$ cat config.mk
export PLATFORM = sky130hd
export DESIGN_NAME = tqv_spi_reg_master
export DESIGN_NICKNAME = d
export VERILOG_FILES = /design/src/rtl/tqv_spi_reg_master.sv
export SDC_FILE = /design/constraint.sdc
export NUM_CORES = 1
export LEC_CHECK = 0
export ABC_AREA = 1
export CAP_MARGIN = 20
export CORE_ASPECT_RATIO = 1.1
export CORE_MARGIN = 2
export CORE_UTILIZATION = 25
export DETAILED_ROUTE_END_ITERATION = 8
export SKIP_CTS_REPAIR_TIMING = 1
export SLEW_MARGIN = 20
export SYNTH_ARGS = -nofsm -noshare
export SYNTH_HDL_FRONTEND = slang
export SYNTH_SLANG_ARGS = --single-unit
$ cat constraint.sdc
create_clock -name i_clk -period 4.4 [get_ports i_clk]
set_clock_uncertainty 0.2 [all_clocks]
set_input_delay 1.1 -clock i_clk [delete_from_list [all_inputs] [get_ports i_clk]]
set_output_delay 1.1 -clock i_clk [all_outputs]
set_load 0.02 [all_outputs]
$ cat src/rtl/tqv_spi_reg_master.sv
// SPI mode-0 initiator: one register read/write command becomes one framed SPI transfer.
// Optional feature macro TQV_SPI_MASTER_WR_ACK_EN: also pulse o_rsp_valid at the end of write frames.

module tqv_spi_reg_master #(
    parameter int CLK_DIV  = 4,
    parameter int RD_DUMMY = 8,
    parameter int CS_GAP   = 2
) (
    input  logic        i_clk,
    input  logic        i_rst_n,
    input  logic        i_cmd_valid,
    output logic        o_cmd_ready,
    input  logic        i_cmd_rw,
    input  logic [5:0]  i_cmd_addr,
    input  logic [1:0]  i_cmd_width,
    input  logic [31:0] i_cmd_wdata,
    output logic        o_rsp_valid,
    output logic [31:0] o_rsp_rdata,
    output logic        o_busy,
    output logic        o_spi_cs_n,
    output logic        o_spi_clk,
    output logic        o_spi_mosi,
    input  logic        i_spi_miso
);

    typedef enum logic [2:0] {
        ST_IDLE,
        ST_SETUP,
        ST_HDR,
        ST_DUMMY,
        ST_DATA,
        ST_HOLD,
        ST_GAP
    } state_t;

    state_t      r_state;
    state_t      w_next;
    logic [7:0]  r_div;
    logic        r_phase;
    logic [5:0]  r_bit;
    logic        r_rw;
    logic [1:0]  r_width;
    logic [40:0] r_tx;
    logic [31:0] r_rx;
    logic        r_cs_n;
    logic        r_sclk;
    logic        r_rsp_valid;
    logic [31:0] r_rsp_rdata;

    logic        w_accept;
    logic        w_tick;
    logic        w_in_bits;
    logic        w_rise;
    logic        w_fall;
    logic        w_bit_last;
    logic [31:0] w_wdata_al;

    function automatic logic [5:0] len_m1(input logic [1:0] width);
        case (width)
            2'b00:   len_m1 = 6'd7;
            2'b01:   len_m1 = 6'd15;
            default: len_m1 = 6'd31;
        endcase
    endfunction

    function automatic logic [31:0] width_mask(input logic [1:0] width);
        case (width)
            2'b00:   width_mask = 32'h0000_00FF;
            2'b01:   width_mask = 32'h0000_FFFF;
            default: width_mask = 32'hFFFF_FFFF;
        endcase
    endfunction

    assign o_cmd_ready = (r_state == ST_IDLE);
    assign w_accept    = i_cmd_valid && o_cmd_ready;
    assign w_tick      = (r_state != ST_IDLE) && (r_div == 8'(CLK_DIV - 1));
    assign w_in_bits   = (r_state == ST_HDR) || (r_state == ST_DUMMY) || (r_state == ST_DATA);
    assign w_rise      = w_in_bits && w_tick && !r_phase;
    assign w_fall      = w_in_bits && w_tick && r_phase;
    assign w_bit_last  = w_fall && (r_bit == 6'd0);

    // Write data is left-aligned so it follows the header straight out of the top of r_tx;
    // reads load zeros, which gives mosi=0 through the dummy and read-data bits for free.
    always_comb begin
        w_wdata_al = 32'd0;
        if (i_cmd_rw) begin
            case (i_cmd_width)
                2'b00:   w_wdata_al = {i_cmd_wdata[7:0], 24'd0};
                2'b01:   w_wdata_al = {i_cmd_wdata[15:0], 16'd0};
                default: w_wdata_al = i_cmd_wdata;
            endcase
        end
    end

    always_ff @(posedge i_clk or negedge i_rst_n) begin
        if (!i_rst_n) begin
            r_state <= ST_IDLE;
        end else begin
            r_state <= w_next;
        end
    end

    always_comb begin
        w_next = r_state;
        unique case (r_state)
            ST_IDLE:  if (w_accept) w_next = ST_SETUP;
            ST_SETUP: if (w_tick) w_next = ST_HDR;
            ST_HDR: begin
                if (w_bit_last) begin
                    if (r_rw || (RD_DUMMY == 0)) w_next = ST_DATA;
                    else                         w_next = ST_DUMMY;
                end
            end
            ST_DUMMY: if (w_bit_last) w_next = ST_DATA;
            ST_DATA:  if (w_bit_last) w_next = ST_HOLD;
            ST_HOLD:  if (w_tick) w_next = ST_GAP;
            ST_GAP:   if (w_tick && (r_bit == 6'd0)) w_next = ST_IDLE;
            default:  w_next = ST_IDLE;
        endcase
    end

    // Half-period timing, shifting and phase-entry counter loads; a later assignment in this
    // block intentionally overrides an earlier one on the same edge (e.g. counter reload on exit).
    always_ff @(posedge i_clk or negedge i_rst_n) begin
        if (!i_rst_n) begin
            r_div       <= 8'd0;
            r_phase     <= 1'b0;
            r_bit       <= 6'd0;
            r_rw        <= 1'b0;
            r_width     <= 2'b00;
            r_tx        <= 41'd0;
            r_rx        <= 32'd0;
            r_cs_n      <= 1'b1;
            r_sclk      <= 1'b0;
            r_rsp_valid <= 1'b0;
            r_rsp_rdata <= 32'd0;
        end else begin
            r_rsp_valid <= 1'b0;

            if ((r_state == ST_IDLE) || w_tick) r_div <= 8'd0;
            else                                r_div <= r_div + 8'd1;

            if (w_accept) begin
                r_rw    <= i_cmd_rw;
                r_width <= i_cmd_width;
                r_tx    <= {i_cmd_rw, i_cmd_width, i_cmd_addr, w_wdata_al};
                r_cs_n  <= 1'b0;
                r_phase <= 1'b0;
            end

            if (w_rise) begin
                r_sclk  <= 1'b1;
                r_phase <= 1'b1;
                if ((r_state == ST_DATA) && !r_rw) r_rx <= {r_rx[30:0], i_spi_miso};
            end

            if (w_fall) begin
                r_sclk  <= 1'b0;
                r_phase <= 1'b0;
                r_tx    <= {r_tx[39:0], 1'b0};
                r_bit   <= r_bit - 6'd1;
            end

            if ((r_state == ST_GAP) && w_tick) r_bit <= r_bit - 6'd1;

            if (w_next != r_state) begin
                case (w_next)
                    ST_HDR:   r_bit <= 6'd8;
                    ST_DUMMY: r_bit <= 6'(RD_DUMMY - 1);
                    ST_DATA:  r_bit <= len_m1(r_width);
                    ST_HOLD: begin
                        if (!r_rw) begin
                            r_rsp_valid <= 1'b1;
                            r_rsp_rdata <= r_rx & width_mask(r_width);
                        end
`ifdef TQV_SPI_MASTER_WR_ACK_EN
                        else begin
                            r_rsp_valid <= 1'b1;
                        end
`else
`endif
                    end
                    ST_GAP: begin
                        r_cs_n <= 1'b1;
                        r_bit  <= 6'(CS_GAP - 1);
                    end
                    ST_IDLE:  r_bit <= 6'd0;
                    default:  ;
                endcase
            end
        end
    end

    assign o_busy      = (r_state != ST_IDLE);
    assign o_rsp_valid = r_rsp_valid;
    assign o_rsp_rdata = r_rsp_rdata;
    assign o_spi_cs_n  = r_cs_n;
    assign o_spi_clk   = r_sclk;
    assign o_spi_mosi  = r_tx[40];

endmodule

Word level (Yosys, flattened, before mapping):

Index checks and enable logic that the tools add are counted.

* logic and storage cells: 90
* bits in registers: 129

* bitwise operators: 2
* mux-type cells: 34
* reduce and logical (&&, ||, !) cells: 25
* eq/ne operators: 15
* add/sub/neg operators: 2

Operator list (number)
* $mux 32: 4
* $pmux 32 s2: 2
* $mux 41: 2
* $and 32x32->32: 1
* $pmux 6 s5: 1
* $mux 3: 8
* $pmux 3 s7: 1
* $eq 3x3->1 const B: 6
* $mux 6: 3
* $eq 3x2->1 const B: 4
* $mux 1: 11
* $pmux 5 s2: 1
* $logic_and 1x1->1: 9
* $add 8x1->8 const B: 1
* $eq 8x2->1 const B: 1
* $mux 8: 1
* $logic_not 3->1: 2
* $logic_not 6->1: 1
* $reduce_bool 3->1: 2
* $sub 6x1->6 const B: 1
* $eq 2x1->1 const B: 2
* $logic_not 2->1: 2
* $reduce_bool 2->1: 2
* $eq 3x1->1 const B: 1
* other kinds (6): 9

Logic depth before layout (Yosys ltp):

Gate-level depths: netlist (run 1).

* word-level depth: 12
* gate-level depth with buffers: 16
* mapped depth without buffers: 15

Worst setup path after synthesis (run 1):

No wires, ideal clock.

* path type: input port to flip-flop
* start: input i_cmd_valid
* end: register r_bit[1]
* path buffers: 2
* required time: 4.083 ns
* slack: 1.934 ns
* cell stages on the path: 10
* library setup time: 0.117 ns
* arrival: 2.149 ns
* cell sequence: nand2_4 -> nand2_2 -> a21oi_4 -> nand3_2 -> nand2_1 -> nand3_2 -> buf_6 -> buf_6 -> nand2_1 -> nand2_1

* longest elaborated chain between the ends: 6

RTL lines
* from (decl): RTL line 11 `input logic i_cmd_valid,`
* $logic_and 1x1->1 *: RTL line 75 `assign w_accept = i_cmd_valid && o_cmd_ready;`
* $mux 3 *: RTL line 106 `ST_IDLE: if (w_accept) w_next = ST_SETUP;`
* $pmux 3 s7 *: RTL line 105 `unique case (r_state)`
* named net w_next[0]: RTL line 37 `state_t w_next;`
* $eq 3x3->1 (tied with other cells): RTL line 167 `case (w_next)`
* $pmux 6 s5: RTL line 167
* $mux 6 *: RTL line 166 `if (w_next != r_state) begin`
* to (signal assigned): RTL line 164 `if ((r_state == ST_GAP) && w_tick) r_bit <= r_bit - 6'd1;`
* to (signal assigned): RTL line 169 `ST_DUMMY: r_bit <= 6'(RD_DUMMY - 1);`
* to (signal assigned): RTL line 170 `ST_DATA: r_bit <= len_m1(r_width);`
* to (decl): RTL line 40 `logic [5:0] r_bit;`

The timed path passes the listed nets; every way through them passes the cells marked *.
A chain may end at the register's enable or synchronous reset.

Final worst setup path (run 1):

* start: register r_state[0]
* end: output o_cmd_ready

* longest elaborated chain between the ends: 1

RTL lines
* from (decl): RTL line 36 `state_t r_state;`
* from (signal assigned): RTL line 99 `r_state <= w_next;`
* $logic_not 3->1: RTL line 74 `assign o_cmd_ready = (r_state == ST_IDLE);`
* to (decl): RTL line 12 `output logic o_cmd_ready,`

No other way between the ends.

==> metrics.log, run 1 <==
[metrics] run status: complete, no violations
[metrics] site row count: 60
[metrics] worst hold-check path type: flip-flop to flip-flop
[metrics] final routed wire length divided by cell count: 13.4 um
[metrics] worst path required time: 3.10 ns
[metrics] CTS max path bufs: 2
[metrics] buffers added on ports: 82
[metrics] signal arrival time at the worst endpoint: 1.89 ns
[metrics] critical path type: flip-flop to output port
[metrics] post-synthesis cell count: 691
[metrics] end point of the most critical hold path: o_rsp_rdata[30]
[metrics] number of search-and-repair iterations in the first detailed-routing pass: 4
[metrics] vias in the first global route: 4782
[metrics] number of cells in the design after placement: 1059
[metrics] cell area power density: 357 nW/um2
[metrics] startpoint kind of the worst setup timing path: flip-flop
[metrics] total number of clock tree sinks: 129
[metrics] overall routing resource usage: 11.7%
[metrics] Post-Route Setup TNS: 0 ns
[metrics] final slew viol count: 0
[metrics] critical path capture point type: output port
[metrics] die outline width: 153 um
[metrics] maximum VDD drop: 0.000226 V
[metrics] non-filler instance count after layout: 1091
[metrics] cell family with most CP delay: buffers and inverters
[metrics] Synth Net Count: 739
[metrics] depth of the worst hold-timing path: 2
[metrics] top fanout value on the critical path: 6
[metrics] sequential element share of the synthesized area: 52.8%
[metrics] worst relative slew slack: 49.9%
[metrics] worst-case register-to-register setup slack: 1.35 ns
[metrics] EDFF count, synth: 0
[metrics] antenna violations before repair: 0
[metrics] clock network latency to the later pin of the worst-skew pair: 0.41 ns
[metrics] depth of the worst register-to-register path: 12
[metrics] final weighted congestion of routability-driven global placement: 0.823
[metrics] Least-Margin Pin Slew: 0.749 ns
[metrics] area enclosed by the die boundary: 25800 um2
[metrics] count of buffering cells on the critical path with inverters included: 2
[metrics] ys flop type: dfrtp_1
[metrics] H-tree depth reported by CTS: 4
[metrics] overall overflow remaining after global route: 0
[metrics] pin count of the biggest net entering global routing: 55
[metrics] number of warnings reported in the yosys synthesis log: 0
[metrics] net total in the final layout: 816
[metrics] DR DRC count: 0
[metrics] final std cell area, no fill: 7860 um2
[metrics] clock tree from TritonCTS: yes
[metrics] initial standard-cell utilization of the core: 25.2%
[metrics] maxcap violations: 0
[metrics] setup repair after global routing missed its margin: false
[metrics] Critical R2R Launch: r_div[0]
[metrics] count of boundary I/O pins: 83
[metrics] cell area reported after detailed placement: 7220 um2
[metrics] vias per std cell: 4.47
[metrics] aggregate routed wire length: 14.7 mm
[metrics] Unique masters post-synth: 40
[metrics] chain of cells forming the critical path: nor2_2 -> nand2_2 -> inv_2 -> clkdlybuf4s50_1
[metrics] total CTS buffers: 17
[metrics] Yosys reg bits: 129
[metrics] mean cell area of the mapped netlist: 8.86 um2
[metrics] portion of the clock cycle consumed by the worst path in the final layout: 72.5%
[metrics] Tmin final: 3.19 ns
[metrics] HPWL after detailed placement: 9.92 mm
[metrics] leakage power: 3.71 nW
[metrics] Area growth syn-to-layout: 28.4%
[metrics] Critical Path Slowest Stage Cell: clkdlybuf4s50_1
[metrics] layout cells sized above 1: 11.1%
[metrics] antenna-violating nets left: 0
[metrics] root cell of the clock tree: clkbuf_16
[metrics] Inserted Diodes: 0
[metrics] first-pass GRT wire length: 24.3 mm
[metrics] Async S/R FF share, synth: 100%
[metrics] clock slew at the register clock pins of the worst setup and hold paths: 0.05 ns
[metrics] number of endpoints with negative hold slack in the final report: 0
[metrics] Worst Hold Launch: o_rsp_rdata[30]
[metrics] via total after detailed routing: 4877
[metrics] Fmax: 314 MHz
[metrics] Crit path largest cell delay: 0.62 ns
[metrics] Final setup violation count: 0
[metrics] placeable core region: 24200 um2
[metrics] Die Height: 168 um
[metrics] worst r2r dst: o_rsp_rdata[17]
[metrics] Syn Std Cell Area: 6120 um2
[metrics] initial drt markers: 264
[worst register-to-register path: stages (launching register included)]
cell and delay [ns]:
dfrtp_1 0.37, ha_1 0.22, nand2_1 0.07, nor2_1 0.10
nand2_1 0.10, nor2_1 0.38, nand4_1 0.14, nand2_1 0.12
nor2_1 0.10, nor3_4 0.53, nand2_4 0.37, nand2_1 0.18
nand2_1 0.07
[how the worst max path moves through the flow]
stage | startpoint | end | slack, ns | cells past startpoint
finish | r_state[0] | o_cmd_ready | 1.21 | 4
global route | i_cmd_valid | r_tx[14] | 1.04 | 7
global placement | i_cmd_valid | r_tx[14] | 0.90 | 7
floorplan | i_cmd_valid | r_bit[1] | 1.93 | 10
detailed placement | i_cmd_valid | r_tx[11] | 0.84 | 7
CTS | r_state[0] | o_cmd_ready | 1.18 | 4
[layout make-up]
| type | count | area, um2 |
|---|---|---|
| flip-flops and latches | 129 | 3230 |
| fillers | 2478 | 16400 |
| inverters | 74 | 278 |
| clock inverters | 9 | 151 |
| clock buffers | 23 | 488 |
| well taps | 310 | 388 |
| repair buffers | 90 | 891 |
| multi-input cells | 456 | 2440 |
[routing by layer]
layer	part of all wire, %	up-vias	track usage [%]
li1	-	2414	-
met1	48	2320	15.8
met2	45	124	18.0
met3	4.9	19	3.04
met4	1.6	0	4.03
met5	0	-	0
[cells by family (layout without fill, tap and decap cells)]
logic type,after synthesis,after routing,synth area share [%]
and+or+nand+nor,347,347,25.3
DFF,129,129,52.8
buffers and inverters,106,196,7.44
AOI/OAI and AO/OA,77,77,8.73
muxes,25,25,4.58
xor gates and xnor gates,4,4,0.572
adders and majority gates,3,3,0.613
[registers in the layout, indices dropped and copies added (netlist names)]
register     count
r_tx            41
o_rsp_rdata     32
r_rx            32
r_div            8
r_bit            6
r_state          3
r_width          2
o_rsp_valid      1
o_spi_clk        1
o_spi_cs_n       1
r_phase          1
r_rw             1
[synthesized netlist by cell type (2+ instances only)]
cell / n / area [um2]
buf_1: 4 / 15.0
buf_2: 4 / 20.0
nand2_4: 2 / 22.5
a21oi_1: 6 / 30.0
xor2_1: 3 / 26.3
nor3_1: 11 / 55.1
mux2_2: 24 / 270
nor2_2: 4 / 25.0
nand2_1: 203 / 762
o221ai_1: 15 / 131
nand2_2: 6 / 37.5
ha_1: 3 / 37.5
nor2_1: 42 / 158
nand4_1: 6 / 37.5
inv_1: 69 / 259
clkinv_1: 2 / 7.51
inv_2: 3 / 11.3
buf_4: 4 / 30.0
dfrtp_1: 128 / 3200
buf_6: 5 / 56.3
clkbuf_1: 15 / 56.3
nand3_2: 3 / 30.0
nand3_1: 47 / 235
nand3b_1: 16 / 120
o211ai_1: 18 / 135
o21ai_0: 27 / 135
a221oi_1: 8 / 70.1
[placed cells by master, fill, tap and decap left out, drive strengths merged]
cell             n
a21oi            8
a221oi           8
and3             1
buf              9
bufinv           4
clkbuf          23
clkdlybuf4s50   81
clkinv           5
clkinvlp         1
dfrtp          128
dfstp            1
ha               3
inv             73
mux2            24
mux2i            1
nand2          211
nand3           50
nand3b          16
nand4            7
nor2            47
nor3            12
nor3b            1
nor4             1
o211ai          18
o21ai           27
o221ai          15
o31ai            1
or2              1
xnor2            1
xor2             3
[power breakdown]
group / leakage [nW] / internal, mW / switching (mW) / total (mW)
combinational: 1.89 / 0.0443 / 0.0525 / 0.0967
sequential: 1.51 / 1.19 / 0.000353 / 1.19
clock: 0.314 / 1.01 / 0.518 / 1.53
[through the flow]
stage,power [mW],hold WS [ns],utilization [%],setup WS (ns)
floorplan,1.23,0.233,-,1.93
global placement,1.31,0.248,29.8,0.900
detailed placement,1.31,0.258,29.8,0.842
CTS,2.85,0.272,32.4,1.18
global route,2.91,0.281,32.4,1.04
finish,2.81,0.267,32.4,1.21
(Power assumes the default switching activity.)
==> inputs of run 2 (changes only) <==
clock period = 2.8 ns   (was 4.4 ns; I/O delays follow)
==> metrics.log, run 2 (synthesis results as in run 1) <==
[metrics] H-tree depth reported by CTS: 4
[metrics] vias per std cell: 4.44
[metrics] clock tree from TritonCTS: yes
[metrics] placeable core region: 24200 um2
[metrics] final weighted congestion of routability-driven global placement: 0.837
[metrics] clock slew at the register clock pins of the worst setup and hold paths: 0.06 ns
[metrics] setup repair after global routing missed its margin: false
[metrics] buffers added on ports: 82
[metrics] clock network latency to the later pin of the worst-skew pair: 0.42 ns
[metrics] antenna violations before repair: 0
[metrics] chain of cells forming the critical path: nor2_2 -> nand2_2 -> clkdlybuf4s50_1
[metrics] antenna-violating nets left: 0
[metrics] depth of the worst register-to-register path: 13
[metrics] Area growth syn-to-layout: 30.6%
[metrics] portion of the clock cycle consumed by the worst path in the final layout: 94.5%
[metrics] aggregate routed wire length: 14.2 mm
[metrics] Final Core Density: 33.0%
[metrics] maximum VDD drop: 0.000336 V
[metrics] Post-Route Setup TNS: 0 ns
[metrics] most frequent cells in the layout: nand2_1 (203), dfrtp_1 (128), clkdlybuf4s50_1 (80)
[metrics] maxcap violations: 0
[metrics] run status: complete, no violations
[metrics] Worst setup startpoint: r_state[0]
[metrics] die outline width: 153 um
[metrics] startpoint kind of the worst setup timing path: flip-flop
[metrics] critical path type: flip-flop to output port
[metrics] first-pass GRT wire length: 23.9 mm
[metrics] initial drt markers: 306
[metrics] net total in the final layout: 825
[metrics] flip-flop count of the largest register, all copies and words added: 41
[metrics] count of buffering cells on the critical path with inverters included: 1
[metrics] total power of the final layout: 4.48 mW
[metrics] cell area power density: 561 nW/um2
[metrics] Critical Path Slowest Stage Cell: clkdlybuf4s50_1
[metrics] total number of clock tree sinks: 129
[metrics] register name with the most flops: r_tx
[metrics] layout cells sized above 1: 12.4%
[metrics] initial standard-cell utilization of the core: 25.2%
[metrics] worst hold-check path type: primary input to async pin
[metrics] critical path capture point type: output port
[metrics] Fmax: 378 MHz
[metrics] most common library cell in the layout ignoring fill and taps: nand2_1
[metrics] worst path required time: 1.90 ns
[metrics] number of endpoints with negative hold slack in the final report: 0
[metrics] Die Height: 168 um
[metrics] overall routing resource usage: 11.4%
[metrics] cell family with most CP delay: buffers and inverters
[metrics] number of cells on the critical path: 3
[metrics] final routed wire length divided by cell count: 12.9 um
[metrics] DR DRC count: 0
[metrics] number of search-and-repair iterations in the first detailed-routing pass: 6
[metrics] via total after detailed routing: 4885
[metrics] final slew viol count: 0
[metrics] overall overflow remaining after global route: 0
[metrics] CTS max path bufs: 2
[metrics] site row count: 60
[metrics] total CTS buffers: 17
[metrics] top fanout value on the critical path: 6
[metrics] Least-Margin Pin Slew: 0.656 ns
[metrics] Inserted Diodes: 0
[metrics] Critical R2R Launch: r_bit[0]
[metrics] Tmin final: 2.65 ns
[metrics] root cell of the clock tree: clkbuf_16
[metrics] pin count of the biggest net entering global routing: 44
[metrics] HPWL after detailed placement: 9.89 mm
[metrics] Final setup violation count: 0
[metrics] Crit path largest cell delay: 0.56 ns
[metrics] leakage power: 3.76 nW
[metrics] vias in the first global route: 4790
[metrics] worst relative slew slack: 56.2%
[metrics] signal arrival time at the worst endpoint: 1.75 ns
[metrics] count of boundary I/O pins: 83
[metrics] area enclosed by the die boundary: 25800 um2
==> run 2: cell count changes in the layout (fill, tap and decap cells not counted), moves of 2 or more <==
cell and delta:
clkinv_4 +3, clkbuf_8 -4, buf_4 +6, buf_12 +2
inv_6 +3, clkinv_2 -3
==> run 2: per-stage QoR <==
stage                     hold slack [ns]  std cells  area (um2)  setup slack, ns
after floorplan                     0.204        691        6120            0.612
after global placement              0.248       1068        7310            0.106
after detailed placement            0.258       1068        7310           0.0989
after CTS                          0.0201       1100        7970          -0.0455
after global routing               0.0469       1100        7990          0.00663
final                              0.0174       1100        7990            0.153
==> run 2: path summary, 6_finish.rpt <==
kind	end	slack [ns]
setup / recovery	o_busy	0.15
hold / removal	r_rx[21]	0.02
setup reg to reg	o_rsp_rdata[19]	0.27
hold reg to reg	r_div[0]	0.26
max in group asynchronous	o_rsp_rdata[27]	1.79
min in group i_clk	r_div[0]	0.26
==> run 2: where the power goes <==
group	switching (mW)	total, mW	internal, mW
clock network	0.869	2.46	1.59
logic	0.0796	0.153	0.0732
registers	0.000456	1.87	1.87
total	0.949	4.48	3.53
==> run 2: layout make-up <==
type	count	area [um2]
multi-input cells	456	2450
well taps	310	388
repair buffers	99	993
clock buffers	18	429
inverters	74	278
clock inverters	14	226
flip-flops and latches	129	3230
fillers	2471	16300
==> run 2: metal layers <==
layer | up-vias | routed length, um | global-route usage, %
met1 | 2293 | 6730 | 15.7
met3 | 20 | 641 | 2.47
met5 | - | 0 | 0
met2 | 123 | 6580 | 17.7
met4 | 0 | 229 | 4.07
li1 | 2449 | - | -
==> run 2: worst reg2reg max path, stage by stage (launching register included) <==
cell      delay (ns)
dfrtp_1         0.39
inv_1           0.10
ha_1            0.16
nand2_1         0.06
nor2_2          0.26
nand4_2         0.21
nand2_2         0.13
nand3_1         0.09
nor2_2          0.16
nand2_2         0.08
nand3_2         0.17
buf_8           0.25
nand3b_1        0.11
nand2_1         0.08
